[config.mk]
export PLATFORM = sky130hd
export DESIGN_NAME = mse_frame_tx
export DESIGN_NICKNAME = d
export VERILOG_FILES = /design/src/rtl/mse_frame_tx.sv
export SDC_FILE = /design/constraint.sdc
export NUM_CORES = 1
export LEC_CHECK = 0
export ABC_AREA = 1
export CAP_MARGIN = 10
export CORE_ASPECT_RATIO = 1.1
export CORE_UTILIZATION = 55
export DETAILED_ROUTE_END_ITERATION = 12
export PLACE_DENSITY = 0.88
export SLEW_MARGIN = 5
export SYNTH_ARGS = -nofsm -noshare
export SYNTH_HDL_FRONTEND = slang
export SYNTH_SLANG_ARGS = --single-unit
[constraint.sdc]
create_clock -name clk -period 2.3 [get_ports clk]
set_clock_uncertainty 0.1 [all_clocks]
set_input_delay 0.575 -clock clk [delete_from_list [all_inputs] [get_ports clk]]
set_output_delay 0.575 -clock clk [all_outputs]
set_load 0.1 [all_outputs]
[src/rtl/mse_frame_tx.sv]
// mse_frame_tx
// Turns each 64-bit MSE result into a framed byte stream for the UART
// transmitter: header byte, NUM_BYTES data bytes MSB-first, then an XOR
// checksum of the data bytes. One further result can wait in a pending slot
// while a frame is in flight; anything beyond that is counted as dropped.
//
// Ports
//   clk         system clock
//   rst         synchronous reset, active-high
//   mse_valid   one-cycle strobe, mse_data valid
//   mse_data    result to transmit (8*NUM_BYTES bits)
//   tx_busy     transmitter busy, rises the cycle after com_txvalid
//   com_txvalid one-cycle byte strobe to the transmitter
//   com_txdata  byte to transmit, held between strobes
//   frame_busy  high from frame start until the last byte completes
//   frame_done  one-cycle pulse when the checksum byte completes
//   drop_cnt    results discarded since reset, saturating at 255

module mse_frame_tx #(
  parameter logic [7:0] HDR_BYTE  = 8'hA5,
  parameter int         NUM_BYTES = 8,
  parameter int         GAP_CYC   = 2
) (
  input  logic                   clk,
  input  logic                   rst,
  input  logic                   mse_valid,
  input  logic [8*NUM_BYTES-1:0] mse_data,
  input  logic                   tx_busy,
  output logic                   com_txvalid,
  output logic [7:0]             com_txdata,
  output logic                   frame_busy,
  output logic                   frame_done,
  output logic [7:0]             drop_cnt
);

  localparam int DW = 8 * NUM_BYTES;
  localparam int IW = $clog2(NUM_BYTES + 2);
  localparam logic [IW-1:0] IDX_LAST = IW'(NUM_BYTES + 1);
  localparam int GW = (GAP_CYC > 1) ? $clog2(GAP_CYC) : 1;
  localparam logic [GW-1:0] GAP_LAST = GW'((GAP_CYC > 0) ? GAP_CYC - 1 : 0);
  // WAIT_HI gives up after this many cycles without tx_busy and resends
  localparam logic [1:0] RETRY_LAST = 2'd3;

  typedef enum logic [2:0] {
    IDLE,
    SEND,
    WAIT_HI,
    WAIT_LO,
    GAP
  } state_t;

  state_t        state, state_d;
  logic [IW-1:0] idx, idx_d;
  logic [DW-1:0] shreg, shreg_d;
  logic [7:0]    csum, csum_d;
  logic          pend_valid, pend_valid_d;
  logic [DW-1:0] pend_data, pend_data_d;
  logic [1:0]    wait_cnt, wait_cnt_d;
  logic [GW-1:0] gap_cnt, gap_cnt_d;
  logic          txvalid_d;
  logic [7:0]    txdata_d;
  logic          done_d;
  logic [7:0]    drop_d;
  logic [7:0]    cur_byte;
  logic          mse_taken;

  // All state and registered outputs; reset aborts any frame and empties the slot
  always_ff @(posedge clk) begin
    if (rst) begin
      state       <= IDLE;
      idx         <= '0;
      shreg       <= '0;
      csum        <= '0;
      pend_valid  <= 1'b0;
      pend_data   <= '0;
      wait_cnt    <= '0;
      gap_cnt     <= '0;
      com_txvalid <= 1'b0;
      com_txdata  <= '0;
      frame_done  <= 1'b0;
      drop_cnt    <= '0;
    end else begin
      state       <= state_d;
      idx         <= idx_d;
      shreg       <= shreg_d;
      csum        <= csum_d;
      pend_valid  <= pend_valid_d;
      pend_data   <= pend_data_d;
      wait_cnt    <= wait_cnt_d;
      gap_cnt     <= gap_cnt_d;
      com_txvalid <= txvalid_d;
      com_txdata  <= txdata_d;
      frame_done  <= done_d;
      drop_cnt    <= drop_d;
    end
  end

  assign frame_busy = (state != IDLE);

  // Data bytes always come from the top of the shift register, which is
  // shifted only once a data byte has been accepted by the transmitter
  always_comb begin
    cur_byte = shreg[DW-1 -: 8];
    if (idx == '0) begin
      cur_byte = HDR_BYTE;
    end else if (idx == IDX_LAST) begin
      cur_byte = csum;
    end
  end

  // Next-state, datapath and pending-slot logic
  always_comb begin
    state_d      = state;
    idx_d        = idx;
    shreg_d      = shreg;
    csum_d       = csum;
    pend_valid_d = pend_valid;
    pend_data_d  = pend_data;
    wait_cnt_d   = wait_cnt;
    gap_cnt_d    = gap_cnt;
    txvalid_d    = 1'b0;
    txdata_d     = com_txdata;
    done_d       = 1'b0;
    drop_d       = drop_cnt;
    mse_taken    = 1'b0;

    case (state)
      IDLE: begin
        if (pend_valid) begin
          shreg_d      = pend_data;
          pend_valid_d = 1'b0;
          idx_d        = '0;
          csum_d       = '0;
          state_d      = SEND;
        end else if (mse_valid) begin
          shreg_d   = mse_data;
          mse_taken = 1'b1;
          idx_d     = '0;
          csum_d    = '0;
          state_d   = SEND;
        end
      end

      SEND: begin
        if (!tx_busy) begin
          txvalid_d  = 1'b1;
          txdata_d   = cur_byte;
          wait_cnt_d = '0;
          state_d    = WAIT_HI;
        end
      end

      WAIT_HI: begin
        if (tx_busy) begin
          state_d = WAIT_LO;
        end else if (wait_cnt == RETRY_LAST) begin
          state_d = SEND;
        end else begin
          wait_cnt_d = wait_cnt + 1'b1;
        end
      end

      // The checksum is accumulated here rather than at the strobe so that a
      // resent byte after a lost strobe is not folded in twice
      WAIT_LO: begin
        if (!tx_busy) begin
          gap_cnt_d = '0;
          if (idx == IDX_LAST) begin
            done_d = 1'b1;
            idx_d  = '0;
            csum_d = '0;
            if (pend_valid) begin
              shreg_d      = pend_data;
              pend_valid_d = 1'b0;
              if (GAP_CYC == 0) state_d = SEND;
              else              state_d = GAP;
            end else if (mse_valid) begin
              shreg_d   = mse_data;
              mse_taken = 1'b1;
              if (GAP_CYC == 0) state_d = SEND;
              else              state_d = GAP;
            end else begin
              state_d = IDLE;
            end
          end else begin
            if (idx != '0) begin
              csum_d  = csum ^ shreg[DW-1 -: 8];
              shreg_d = shreg << 8;
            end
            idx_d = idx + 1'b1;
            if (GAP_CYC == 0) state_d = SEND;
            else              state_d = GAP;
          end
        end
      end

      GAP: begin
        if (gap_cnt == GAP_LAST) begin
          state_d = SEND;
        end else begin
          gap_cnt_d = gap_cnt + 1'b1;
        end
      end

      default: state_d = IDLE;
    endcase

    // A result not consumed directly goes to the slot if the slot is (or has
    // just become) free; otherwise it is lost and counted
    if (mse_valid && !mse_taken) begin
      if (!pend_valid_d) begin
        pend_valid_d = 1'b1;
        pend_data_d  = mse_data;
      end else if (drop_cnt != 8'hFF) begin
        drop_d = drop_cnt + 1'b1;
      end
    end
  end

endmodule
# After elaboration in Yosys (flattened, before gate mapping)
# Cells that the tools add are included.
# classes
addsub	4
eq_ne	15
mux	48
n_bitwise	5
reduce_logical	20
# op_table
op	n
two-way mux 64 bit	5
one-hot mux 64 bit (2 select lines)	1
two-way mux 8 bit	7
two-way mux 3 bit	10
two-way mux 4 bit	4
one-hot mux 8 bit (2 select lines)	1
one-hot mux 3 bit (5 select lines)	1
two-way mux 1 bit	11
inequality test 2 bit, second input constant	5
inequality test 3 bit, second input constant	3
AND reduction 3 bit	3
adder 8 x 1 -> 8 bit, second input constant	1
inequality test 8 bit, second input constant	1
one-hot mux 4 bit (2 select lines)	1
AND reduction 4 bit	2
XOR 8 bit	1
== test 3 x 2 -> 1 bit, second input constant	2
two-way mux 2 bit	3
one-hot mux 1 bit (2 select lines)	3
AND reduction 2 bit	3
nonzero test 2 bit	3
AND reduction 5 bit	1
adder 4 x 1 -> 4 bit, second input constant	1
== test 4 bit, second input constant	1
other kinds (15)	18
# word_totals
reg_bits	165
wordCells	104

# Depth between registers and ports, before layout
# depth
depth_word	8
mapped_depth	12
depth_no_buf	11

# Least setup slack after synthesis
# Ideal clock, no wire load.
# synth_timing
path_type	register -> register
from	reg drop_cnt[0]
to	reg drop_cnt[3]
t_arrival_ns	2.235
required_ns	2.068
path_slack_ns	-0.167
stages_incl_launch_ff	9
n_path_buf	0
synth_period_minus_slack_ns	2.467
path_cell_list	dfxtp_1 ha_1 nand2_1 inv_1 nand3_1 nor3_1 inv_1 nand3_1 a21oi_1
# synth_between
elab_chain_len	2
elab_cells_between_ends	3
classes_between	add/sub (1); eq/ne (1); reduce/logical (1)
# synth_lines
item	line_no	text
start, declared	33	output logic [7:0] drop_cnt
start signal, assigned	94	drop_cnt <= drop_d;
branches (longest 2 deep; another with adder 8 x 1 -> 8 bit)	-	
# Parallel ways; which one is timed is not known.
# A chain may end at the register's enable or synchronous reset.

# Final worst setup path
# layout_timing
from	reg idx[1]
to	reg pend_data[55]
# layout_between
elab_chain_len	7
elab_cells_between_ends	11
classes_between	eq/ne (1); mux (6); bitwise (1); reduce/logical (3)
# layout_lines
item	line_no	text
start, declared	53	logic [IW-1:0] idx, idx_d;
start signal, assigned	84	idx <= idx_d;
== test 4 bit (*)	168	if (idx == IDX_LAST) begin
two-way mux 1 bit	168	
two-way mux 1 bit	166	if (!tx_busy) begin
one-hot mux 1 bit (2 select lines)	127	case (state)
zero test 1 bit	210	if (mse_valid && !mse_taken) begin
logical AND 1 bit	210	
AND reduction 2 bit (no line) (*)	-	
end signal, assigned	88	pend_data <= pend_data_d;
end, declared	57	logic [DW-1:0] pend_data, pend_data_d;
# Every way passes the cells marked *; elsewhere a longest branch is shown, timed or not.

==> out/qor.log <==
INFO  status         run_status=finished, final reports clean
INFO  routing        vias=8603
INFO  cts            worst_skew_pair.late_latency=0.43ns
INFO  grt            grt_overflow=0
INFO  flow_run       cap_violations=0
INFO  synthesis      mappedNetlistNets=1329
INFO  cts            tritoncts_num_sinks=165
INFO  synthesis      yosys-top-cells-area=sky130_fd_sc_hd__dfxtp_1, sky130_fd_sc_hd__nand2_1, sky130_fd_sc_hd__a21oi_1
INFO  synthesis      synth-seq-cells=165
INFO  sta            worst_pin_slew=0.665ns
INFO  synthesis      sequential_element_share_of_the_synthesized_area=0.396
INFO  die            coreArea=0.0146sqmm
INFO  final_layout   diodes=0
INFO  sta            hold-worst-slack=0.367ns
INFO  die            std_cell_rows=46
INFO  synthesis      ys_top_cells_by_count=sky130_fd_sc_hd__nand2_1, sky130_fd_sc_hd__nor2_1, sky130_fd_sc_hd__dfxtp_1
INFO  synthesis      basic_gate_share_of_the_synthesized_area_counting_and_or_nand_and_nor_cells=0.295
INFO  routing        via_density=5.71
INFO  sta            rsz0062_at_grt=false
INFO  routing        antenna_left=0
INFO  die            design.portCount=87
INFO  cts            clock_tree.root_cell=sky130_fd_sc_hd__clkbuf_16
INFO  sta            finalHoldViolCount=0
INFO  grt            largest_net_degree_at_the_start_of_global_routing=68
INFO  final_layout   drive_above_1_share=0.0814
INFO  setup_path     critPathKind=register to register
INFO  setup_path     critical_path.max_fanout=33
INFO  power_and_ir_drop p_per_cell_area=1330mW/mm^2
INFO  synthesis      synthMostInstantiatedCell=sky130_fd_sc_hd__nand2_1
INFO  synthesis      synthAdderAreaFrac=0.00749
INFO  sta            worst_slack=0.201ns
INFO  power_and_ir_drop power.total=13.4mW
INFO  routing        drt_first_pass_iters=6
INFO  sta            fin_crit_sh=0.913
INFO  place          placement.io_buffers=86
INFO  synthesis      synth_ff_type=sky130_fd_sc_hd__dfxtp_1
INFO  synthesis      yosys.area.top_type_share=0.396
INFO  cts            tritoncts_buffers=17
INFO  sta            finalWorstPathRequiredPeriod=2.10ns
INFO  grt            grt_pass1_vias=7634
INFO  routing        number_of_drc_markers_after_the_initial_detailed_route_iteration=850
INFO  sta            setup-violations-final=0
INFO  routing        wire_length_after_detailed_routing=21700microns
INFO  place          gp_congestion=0.834
INFO  power_and_ir_drop power.static_leakage=4.21nW
INFO  routing        post-route-drc-count=0
INFO  cts            cts_tree=done
INFO  cts            post_cts_buffers=0
INFO  die            die_area=0.0157sqmm
INFO  synthesis      synthesis.yosys.warnings=0
INFO  place          place_worst_setup_slack=-0.0823ns
INFO  grt            antenna_found_initial=0
INFO  synthesis      synthCells=1256
INFO  routing        route.detailed.wl_per_inst=14.4microns
INFO  sta            headroom_to_the_max_slew_limit=0.557
INFO  place          hpwlAfterDp=13600microns
INFO  synthesis      synthMuxAreaShare=0
INFO  sta            slew_violations=0
INFO  synthesis      area_fraction_in_compound_gates_after_synthesis=0.199
INFO  cts            h-tree-depth=4
INFO  synthesis      synth_async_sr_flop_share=0
INFO  grt            tot_gr_track_use=0.282
INFO  cts            cts.clk_slew.worst_paths=0.07ns
INFO  cts            cts.repair.resized=0
INFO  die            die-width=119microns
INFO  final_layout   area_growth_syn_to_layout=19.9%
INFO  setup_path     worst-endpoint-arrival=2.35ns
INFO  cts            ctsLongestPathBuffers=2
INFO  synthesis      synth.distinct_cells=29
INFO  setup_path     required=2.56ns
INFO  sta            clock.fmax=476MHz
INFO  min_path       hp-class=register to register
INFO  synthesis      post_synth_xor_xnor_area=0.00420
INFO  setup_path     critPathLaunchType=register
INFO  synthesis      post_synth_instance_area=0.00835sqmm
INFO  cts            postCtsHoldBufs=0
INFO  final_layout   fin_nets=1374
INFO  synthesis      syn-mean-instance-area=6.65squm
INFO  grt            first_pass_grt_wire_length=36300microns
INFO  die            die-height=131microns
INFO  setup_path     crit_path_end_kind=register
INFO  synthesis      synth_top_family_by_area=simple AND/OR/NAND/NOR gates
INFO  power_and_ir_drop vdd_drop_max=804uV
INFO  synthesis      synth_top_cell_by_area=sky130_fd_sc_hd__dfxtp_1
INFO  die            initial_core_util=0.571
INFO  synthesis      synth_edf_count=0
## kinds of logic after synthesis
group,Yosys count
AND/OR/NAND/NOR,575
AO/OA/AOI/OAI,300
buffers and inverters,207
flip-flops,165
adder cells (fa/ha/maj),5
XOR/XNOR,4
## path summary, 6_finish.rpt
path,from,end,slack [ns],cells past startpoint
min,csum[6]$_SDFFE_PP0P_,csum[6]$_SDFFE_PP0P_,0.37,2
max,idx[1]$_SDFFE_PP0P_,pend_data[55]$_SDFFE_PP0P_,0.20,11
min reg2reg,csum[6]$_SDFFE_PP0P_,csum[6]$_SDFFE_PP0P_,0.37,2
max reg2reg,idx[1]$_SDFFE_PP0P_,pend_data[55]$_SDFFE_PP0P_,0.20,11
## routing by layer
layer	GRT usage	vias to the layer above	share of wire
li1	-	4266	-
met1	0.366	3938	0.43
met2	0.457	348	0.48
met3	0.0473	51	0.066
met4	0.128	0	0.025
met5	0	-	0
## through the flow
step	cells	util	TNS (ns)	instance area, sq um
after floorplan	1256	-	0	8350
after global placement	1474	0.645	0	9420
after detailed placement	1474	0.645	-1.22	9420
after CTS	1506	0.685	0	10000
after global routing	1506	0.685	0	10000
final	1506	0.685	0	10000
## state kept, by name (all words and copies together), names as in the netlist
signal / flops
wait_cnt: 2
state: 3
idx: 4
pend_data: 64
pend_valid: 1
com_txdata: 8
csum: 8
com_txvalid: 1
frame_done: 1
gap_cnt: 1
shreg: 64
drop_cnt: 8
## critical path, cell delays in order (launching register included)
cell	delay, ns
sky130_fd_sc_hd__dfxtp_1	0.31
sky130_fd_sc_hd__inv_1	0.13
sky130_fd_sc_hd__ha_1	0.17
sky130_fd_sc_hd__nand2_1	0.06
sky130_fd_sc_hd__nor2_2	0.17
sky130_fd_sc_hd__nand3_1	0.21
sky130_fd_sc_hd__nand3_2	0.21
sky130_fd_sc_hd__inv_2	0.08
sky130_fd_sc_hd__nor2_8	0.14
sky130_fd_sc_hd__buf_12	0.21
sky130_fd_sc_hd__nor2_1	0.07
sky130_fd_sc_hd__nor2_1	0.14
## where the power goes
part | switching, mW | internal [mW]
logic | 3.63 | 2.13
clock network | 1.15 | 1.70
registers | 0.787 | 3.96
total | 5.56 | 7.79
## layout by cell type, fill, tap and decap left out, drive strengths merged, types with 58 or more instances in the layout
| cell | Yosys | routed |
|---|---|---|
| o21ai | 102 | 102 |
| nand2 | 248 | 248 |
| nand4 | 65 | 65 |
| nand3 | 72 | 72 |
| a21oi | 137 | 137 |
| dfxtp | 165 | 165 |
| buf | 37 | 58 |
| inv | 110 | 110 |
| nor2 | 179 | 179 |
| clkdlybuf4s50 | 0 | 65 |
## layout make-up
cell class	instances	area, sq um
Tap cell	192	240
Multi-Input combinational cell	884	4230
Sequential cell	165	3310
Timing Repair Buffer	123	1230
Clock buffer	23	488
Fill cell	1218	4610
Inverter	110	413
Clock inverter	9	100
(Power assumes the default switching activity.)
